==> config.mk <==
export PLATFORM = sky130hd
export DESIGN_NAME = spi_slave_sync
export DESIGN_NICKNAME = d
export VERILOG_FILES = /design/src/rtl/spi_slave_sync.sv
export SDC_FILE = /design/constraint.sdc
export NUM_CORES = 1
export LEC_CHECK = 0
export ABC_AREA = 1
export CELL_PAD_IN_SITES_DETAIL_PLACEMENT = 0
export CELL_PAD_IN_SITES_GLOBAL_PLACEMENT = 2
export CORE_MARGIN = 4
export CORE_UTILIZATION = 35
export CTS_BUF_LIST = sky130_fd_sc_hd__clkbuf_8
export DETAILED_ROUTE_END_ITERATION = 7
export GPL_TIMING_DRIVEN = 0
export PLACE_DENSITY = 0.86
export SETUP_SLACK_MARGIN = 0.5
export SLEW_MARGIN = 10
export SYNTH_ARGS = -nofsm -noshare
export SYNTH_HDL_FRONTEND = slang
export SYNTH_SLANG_ARGS = --single-unit
==> constraint.sdc <==
create_clock -name clk -period 3.6 [get_ports clk]
set_clock_uncertainty 0.05 [all_clocks]
set_input_delay 0.54 -clock clk [delete_from_list [all_inputs] [get_ports clk]]
set_output_delay 0.54 -clock clk [all_outputs]
set_load 0.01 [all_outputs]
==> src/rtl/spi_slave_sync.sv <==
// spi_slave_sync: system-clock SPI slave (any CPOL/CPHA) with a one-word tx buffer and rx strobe
// Define SPI_SLAVE_TRISTATE_EN to float MISO outside a frame; otherwise MISO is driven 0 there.
module spi_slave_sync #(
  parameter int DATA_W = 8,
  parameter bit CPOL = 1'b0,
  parameter bit CPHA = 1'b0,
  parameter bit MSB_FIRST = 1'b0,
  parameter int SYNC_STAGES = 2
) (
  input  logic              clk,
  input  logic              reset,
  input  logic [DATA_W-1:0] tx_data,
  input  logic              tx_valid,
  output logic              tx_ready,
  output logic [DATA_W-1:0] rx_data,
  output logic              rx_valid,
  output logic              tx_underrun,
  output logic              busy,
  input  logic              SCLK,
  input  logic              CS,
  input  logic              MOSI,
  output logic              MISO
);
  localparam int CW = $clog2(DATA_W);
  typedef enum logic {IDLE, ACTIVE} state_t;
  state_t state, state_n;
  logic [SYNC_STAGES-1:0] sclk_q, cs_q, mosi_q, vld_q;
  logic sclk_p, cs_p, armed;
  logic sclk_s, cs_s, mosi_s, lead, trail, samp, shft, cs_fall, last, load, tx_bit;
  logic [DATA_W-1:0] tx_sh, rx_sh, rx_nx, tx_nx, buf_q;
  logic buf_full, reload_pend, hold, drv;
  logic [CW-1:0] bit_cnt;
  always_ff @(posedge clk)
    if (reset) begin
      sclk_q <= {SYNC_STAGES{CPOL}};
      cs_q <= '1;
      mosi_q <= '0;
      vld_q <= '0;
      sclk_p <= CPOL;
      cs_p <= 1'b1;
      armed <= 1'b0;
    end else begin
      sclk_q <= {sclk_q[SYNC_STAGES-2:0], SCLK};
      cs_q <= {cs_q[SYNC_STAGES-2:0], CS};
      mosi_q <= {mosi_q[SYNC_STAGES-2:0], MOSI};
      vld_q <= {vld_q[SYNC_STAGES-2:0], 1'b1};
      sclk_p <= sclk_s;
      cs_p <= cs_s;
      armed <= armed | (vld_q[SYNC_STAGES-1] & cs_s);
    end
  // armed blocks a frame already in progress at reset release: CS must be seen high first
  assign sclk_s = sclk_q[SYNC_STAGES-1];
  assign cs_s = cs_q[SYNC_STAGES-1];
  assign mosi_s = mosi_q[SYNC_STAGES-1];
  assign lead = (sclk_p == CPOL) & (sclk_s != CPOL);
  assign trail = (sclk_p != CPOL) & (sclk_s == CPOL);
  assign samp = CPHA ? trail : lead;
  assign shft = CPHA ? lead : trail;
  assign cs_fall = armed & cs_p & ~cs_s;
  assign last = bit_cnt == CW'(DATA_W-1);
  assign rx_nx = MSB_FIRST ? {rx_sh[DATA_W-2:0], mosi_s} : {mosi_s, rx_sh[DATA_W-1:1]};
  assign tx_nx = MSB_FIRST ? {tx_sh[DATA_W-2:0], 1'b0} : {1'b0, tx_sh[DATA_W-1:1]};
  assign tx_bit = MSB_FIRST ? tx_sh[DATA_W-1] : tx_sh[0];
  always_comb begin
    state_n = (state == IDLE) ? (cs_fall ? ACTIVE : IDLE) : (cs_s ? IDLE : ACTIVE);
    load = (state == IDLE) ? cs_fall : (shft & reload_pend & ~cs_s);
  end
  always_ff @(posedge clk)
    if (reset) state <= IDLE;
    else state <= state_n;
  always_ff @(posedge clk)
    if (reset) begin
      tx_sh <= '0;
      rx_sh <= '0;
      rx_data <= '0;
      rx_valid <= 1'b0;
      tx_underrun <= 1'b0;
      buf_q <= '0;
      buf_full <= 1'b0;
      reload_pend <= 1'b0;
      hold <= 1'b0;
      drv <= 1'b0;
      bit_cnt <= '0;
    end else begin
      rx_valid <= 1'b0;
      tx_underrun <= load & ~buf_full;
      buf_full <= (buf_full & ~load) | (tx_valid & ~buf_full);
      if (tx_valid & ~buf_full) buf_q <= tx_data;
      if (load) tx_sh <= buf_full ? buf_q : '0;
      if (state == IDLE) begin
        bit_cnt <= '0;
        reload_pend <= 1'b0;
        hold <= CPHA;
        drv <= !CPHA;
      end else begin
        if (samp) begin
          rx_sh <= rx_nx;
          bit_cnt <= last ? '0 : bit_cnt + 1'b1;
          if (last) begin
            rx_data <= rx_nx;
            rx_valid <= 1'b1;
            reload_pend <= 1'b1;
          end
        end
        // with CPHA=1 the first leading edge only starts driving the already loaded bit
        if (shft & ~cs_s) begin
          drv <= 1'b1;
          hold <= 1'b0;
          if (reload_pend) reload_pend <= 1'b0;
          else if (!hold) tx_sh <= tx_nx;
        end
        if (cs_s) begin
          bit_cnt <= '0;
          reload_pend <= 1'b0;
        end
      end
    end
  assign tx_ready = ~buf_full;
  assign busy = state == ACTIVE;
`ifdef SPI_SLAVE_TRISTATE_EN
  assign MISO = (busy & ~reset) ? (drv & tx_bit) : 1'bz;
`else
  assign MISO = busy & ~reset & drv & tx_bit;
`endif
endmodule

==> summary.txt <==
Status
  – Outcome: finished, final reports clean

Yosys
  – Syn_nets: 287
  – Post-synth top area share: 48.51%
  – Synth Register Bits: 51
  – Register area share after synthesis: 48.51%
  – Syn avg cell area: 7.766 um^2
  – Ys async rst share: 0%
  – Post-Syn Area: 2105 um^2
  – Number of flops mapped to enable cells by yosys: 0
  – Synth area leader: dfxtp_1
  – Yosys cell types: 30
  – Synth warn: 0
  – Largest cells by area after synthesis: dfxtp_1 49%, inv_1 8.2%, nand2_1 6.6%, nor2_1 6.1%, nand3_1 5.5%
  – Top_reg_cell synth: dfxtp_1
  – Post-Synthesis Cells: 271

Layout
  – Commonest non-fill, non-tap cells in the layout: 51 x dfxtp_1, 46 x inv_1, 37 x nand2_1
  – Share of cells above drive strength 1: 11.22%
  – Sequential Area: 1021 um^2
  – Nets: 319
  – Area Overhead vs Synth: 20.09%
  – Most common cell after layout, fill and taps aside: dfxtp_1
  – Final core utilization: 44.53%
  – Area of the multi-input gates: 822.0 um^2
  – Antenna Cells: 0
  – Finished Layout Cells: 375
  – Fillers: 597

Placement
  – Placer congestion estimate: 0.7218
  – Post-DP HPWL: 3.118 mm
  – Pre-CTS setup slack: 1.470 ns
  – Placed insts: 368
  – Port buffer count: 25

Critical path
  – Register-to-Register Path Depth: 7
  – CP max stage cell: clkdlybuf4s50_1
  – R2R Path End: rx_data[0]
  – Flop2flop setup slack: 2.15 ns
  – CP Class: reg -> out
  – WP data required: 3.01 ns
  – Worst Setup Start Kind: flip-flop
  – Crit path largest cell delay: 0.53 ns
  – R2R Path Start: bit_cnt[0]
  – Critical Path, Cell by Cell: inv_1 > nor2_1 > and3_1 > clkdlybuf4s50_1
  – WP data arrival: 1.70 ns
  – Setup crit end kind: output port
  – CP Max Fanout: 5

CTS
  – Clock Tree Buf Depth: 2
  – Reg clk slew, reported paths: 0.09 ns
  – Hold_buf cts: 0
  – CTS tree: built
  – Num CTS Buffers: 5
  – H-tree depth: 2
  – Clk_lat worst skew: 0.30 ns
  – Clock Sinks: 51
  – Post-CTS sizing: 0
  – Setup Fix Bufs, Post-CTS: 0
  – Root buffer cell: clkbuf_8

Floorplanning
  – Core ar.: 5675 um^2
  – Initial Util: 37.08%
  – Die height: 85.54 um
  – Die Area: 7317 um^2
  – Cell Rows: 27
  – Die span in x: 85.54 um
  – I/O pin count: 27

Route
  – DRT iter0 DRCs: 93
  – Residual DRC: 0
  – 1st-pass router iterations: 4
  – Wire length on met2: 1.847 mm
  – Via count: 1683
  – Final WL: 4.273 mm
  – Routed vias/inst: 4.488
  – Max layer used: met4
  – Routed length per placed instance: 11.39 um
  – Met1 WL: 2.164 mm
  – Met3 wire length: 187 um
  – Antenna-violating nets left: 0

Pwr
  – Gate power share: 6.8%
  – Leak pwr: 1.187 nW
  – VDD IR max: 0.0001851 V
  – Clock network power share: 32.9%
  – Sw Share: 23.72%
  – Psw: 0.0002310 W
  – Internal power: 0.0007429 W
  – Part of the power in registers: 60.3%
  – Power Density: 385.3 nW/um^2

Global route
  – Initial antenna violation count: 0
  – Gr usage total: 12.53%
  – Largest net degree at the start of global routing: 16
  – Vias in the first global route: 1577
  – Total gr overflow: 0
  – First-pass GRT wire length: 7.293 mm

Worst hold path
  – Min-Delay Path Class: reg -> reg
  – Worst hold endpoint: sclk_q[1]
  – Hold depth: 2
  – Hold Crit Start: sclk_q[0]

Timing
  – Setup TNS: 0 ns
  – Worst slew pin tran: 0.4922 ns
  – Max-Slew Margin vs Limit: 67.18%
  – Setup Viol. Count Final: 0
  – Final max-slew violation count: 0
  – RSZ-0062 raised after global routing: no
  – Final WS setup: 1.312 ns
  – FMAX: 437.1 MHz
  – Min cycle time layout: 2.288 ns
  – Period utilisation layout: 63.55%
  – Final Hold Vio Count: 0

Job
  – Max-Cap Viols: 0
## state kept, by name (all words and copies together), names as in the netlist, 2 cells and up
register,count
mosi_q,2
vld_q,2
buf_q,8
tx_sh,8
cs_q,2
rx_data,8
bit_cnt,3
rx_sh,7
sclk_q,2
## kinds of logic (layout without fill, tap and decap cells)
| logic type | after synthesis | after routing | synth area share [%] |
|---|---|---|---|
| AOI/OAI and AO/OA | 43 | 43 | 11.30 |
| buffers and inverters | 59 | 91 | 12.43 |
| and+or+nand+nor | 116 | 116 | 26.58 |
| DFF | 51 | 51 | 48.51 |
| adders and majority gates | 2 | 2 | 1.189 |
## Yosys cell counts, types with 2 or more instances
cell,count
a21oi_1,17
a21oi_2,2
buf_2,4
buf_6,2
dfxtp_1,51
ha_1,2
inv_1,46
inv_2,3
nand2_1,37
nand2_2,2
nand3_1,23
nand4_1,8
nor2_1,34
nor3_1,2
o21ai_0,17
o21ai_1,3
o21ai_2,4
or2_2,2
## critical path, delay by kind of cell (launching register included)
kind	cells	cell delay, ns
DFF	1	0.43
buffers and inverters	2	0.67
and+or+nand+nor	2	0.29
## worst max path at each step
stage	cells after the start	slack [ns]	from	to
floorplan	3	2.03	reset	MISO
finish	4	1.31	busy	MISO
global route	4	1.21	busy	MISO
detailed placement	4	1.47	reset	MISO
CTS	4	1.29	busy	MISO
global placement	4	1.47	reset	MISO
## area by class of cell
class / instances / share of cell area, %
sequential: 51 / 40.40
multi-input combinational: 161 / 32.52
timing repair buffer: 25 / 9.901
inverter: 50 / 7.426
tap: 72 / 3.564
buffer: 9 / 2.921
clock buffer: 5 / 2.723
clock inverter: 2 / 0.5446
## routing by layer
metal,global-route usage [%],up-vias
li1,-,918
met1,16.67,727
met2,19.35,31
met3,3.170,7
met4,5.180,0
met5,0,-
## through the flow
stage,total power (W),instance area (um^2),hold slack (ns)
2_1_floorplan,0.0006406,2105,0.3383
3_3_place_gp,0.0006674,2445,0.3400
3_5_place_dp,0.0006684,2445,0.3473
4_1_cts,0.0009897,2527,0.3646
5_1_grt,0.001026,2527,0.3909
6_report,0.0009739,2527,0.3601
## power groups by stage
stage	combinational (W)	clock (W)	sequential, W
after CTS	0.0000680	0.000334	0.000588
after global routing	0.0000768	0.000359	0.000590
final	0.0000665	0.000320	0.000587
after floorplan	0.0000417	0	0.000599
after global placement	0.0000665	0	0.000601
after detailed placement	0.0000676	0	0.000601
(Power assumes the default switching activity.)
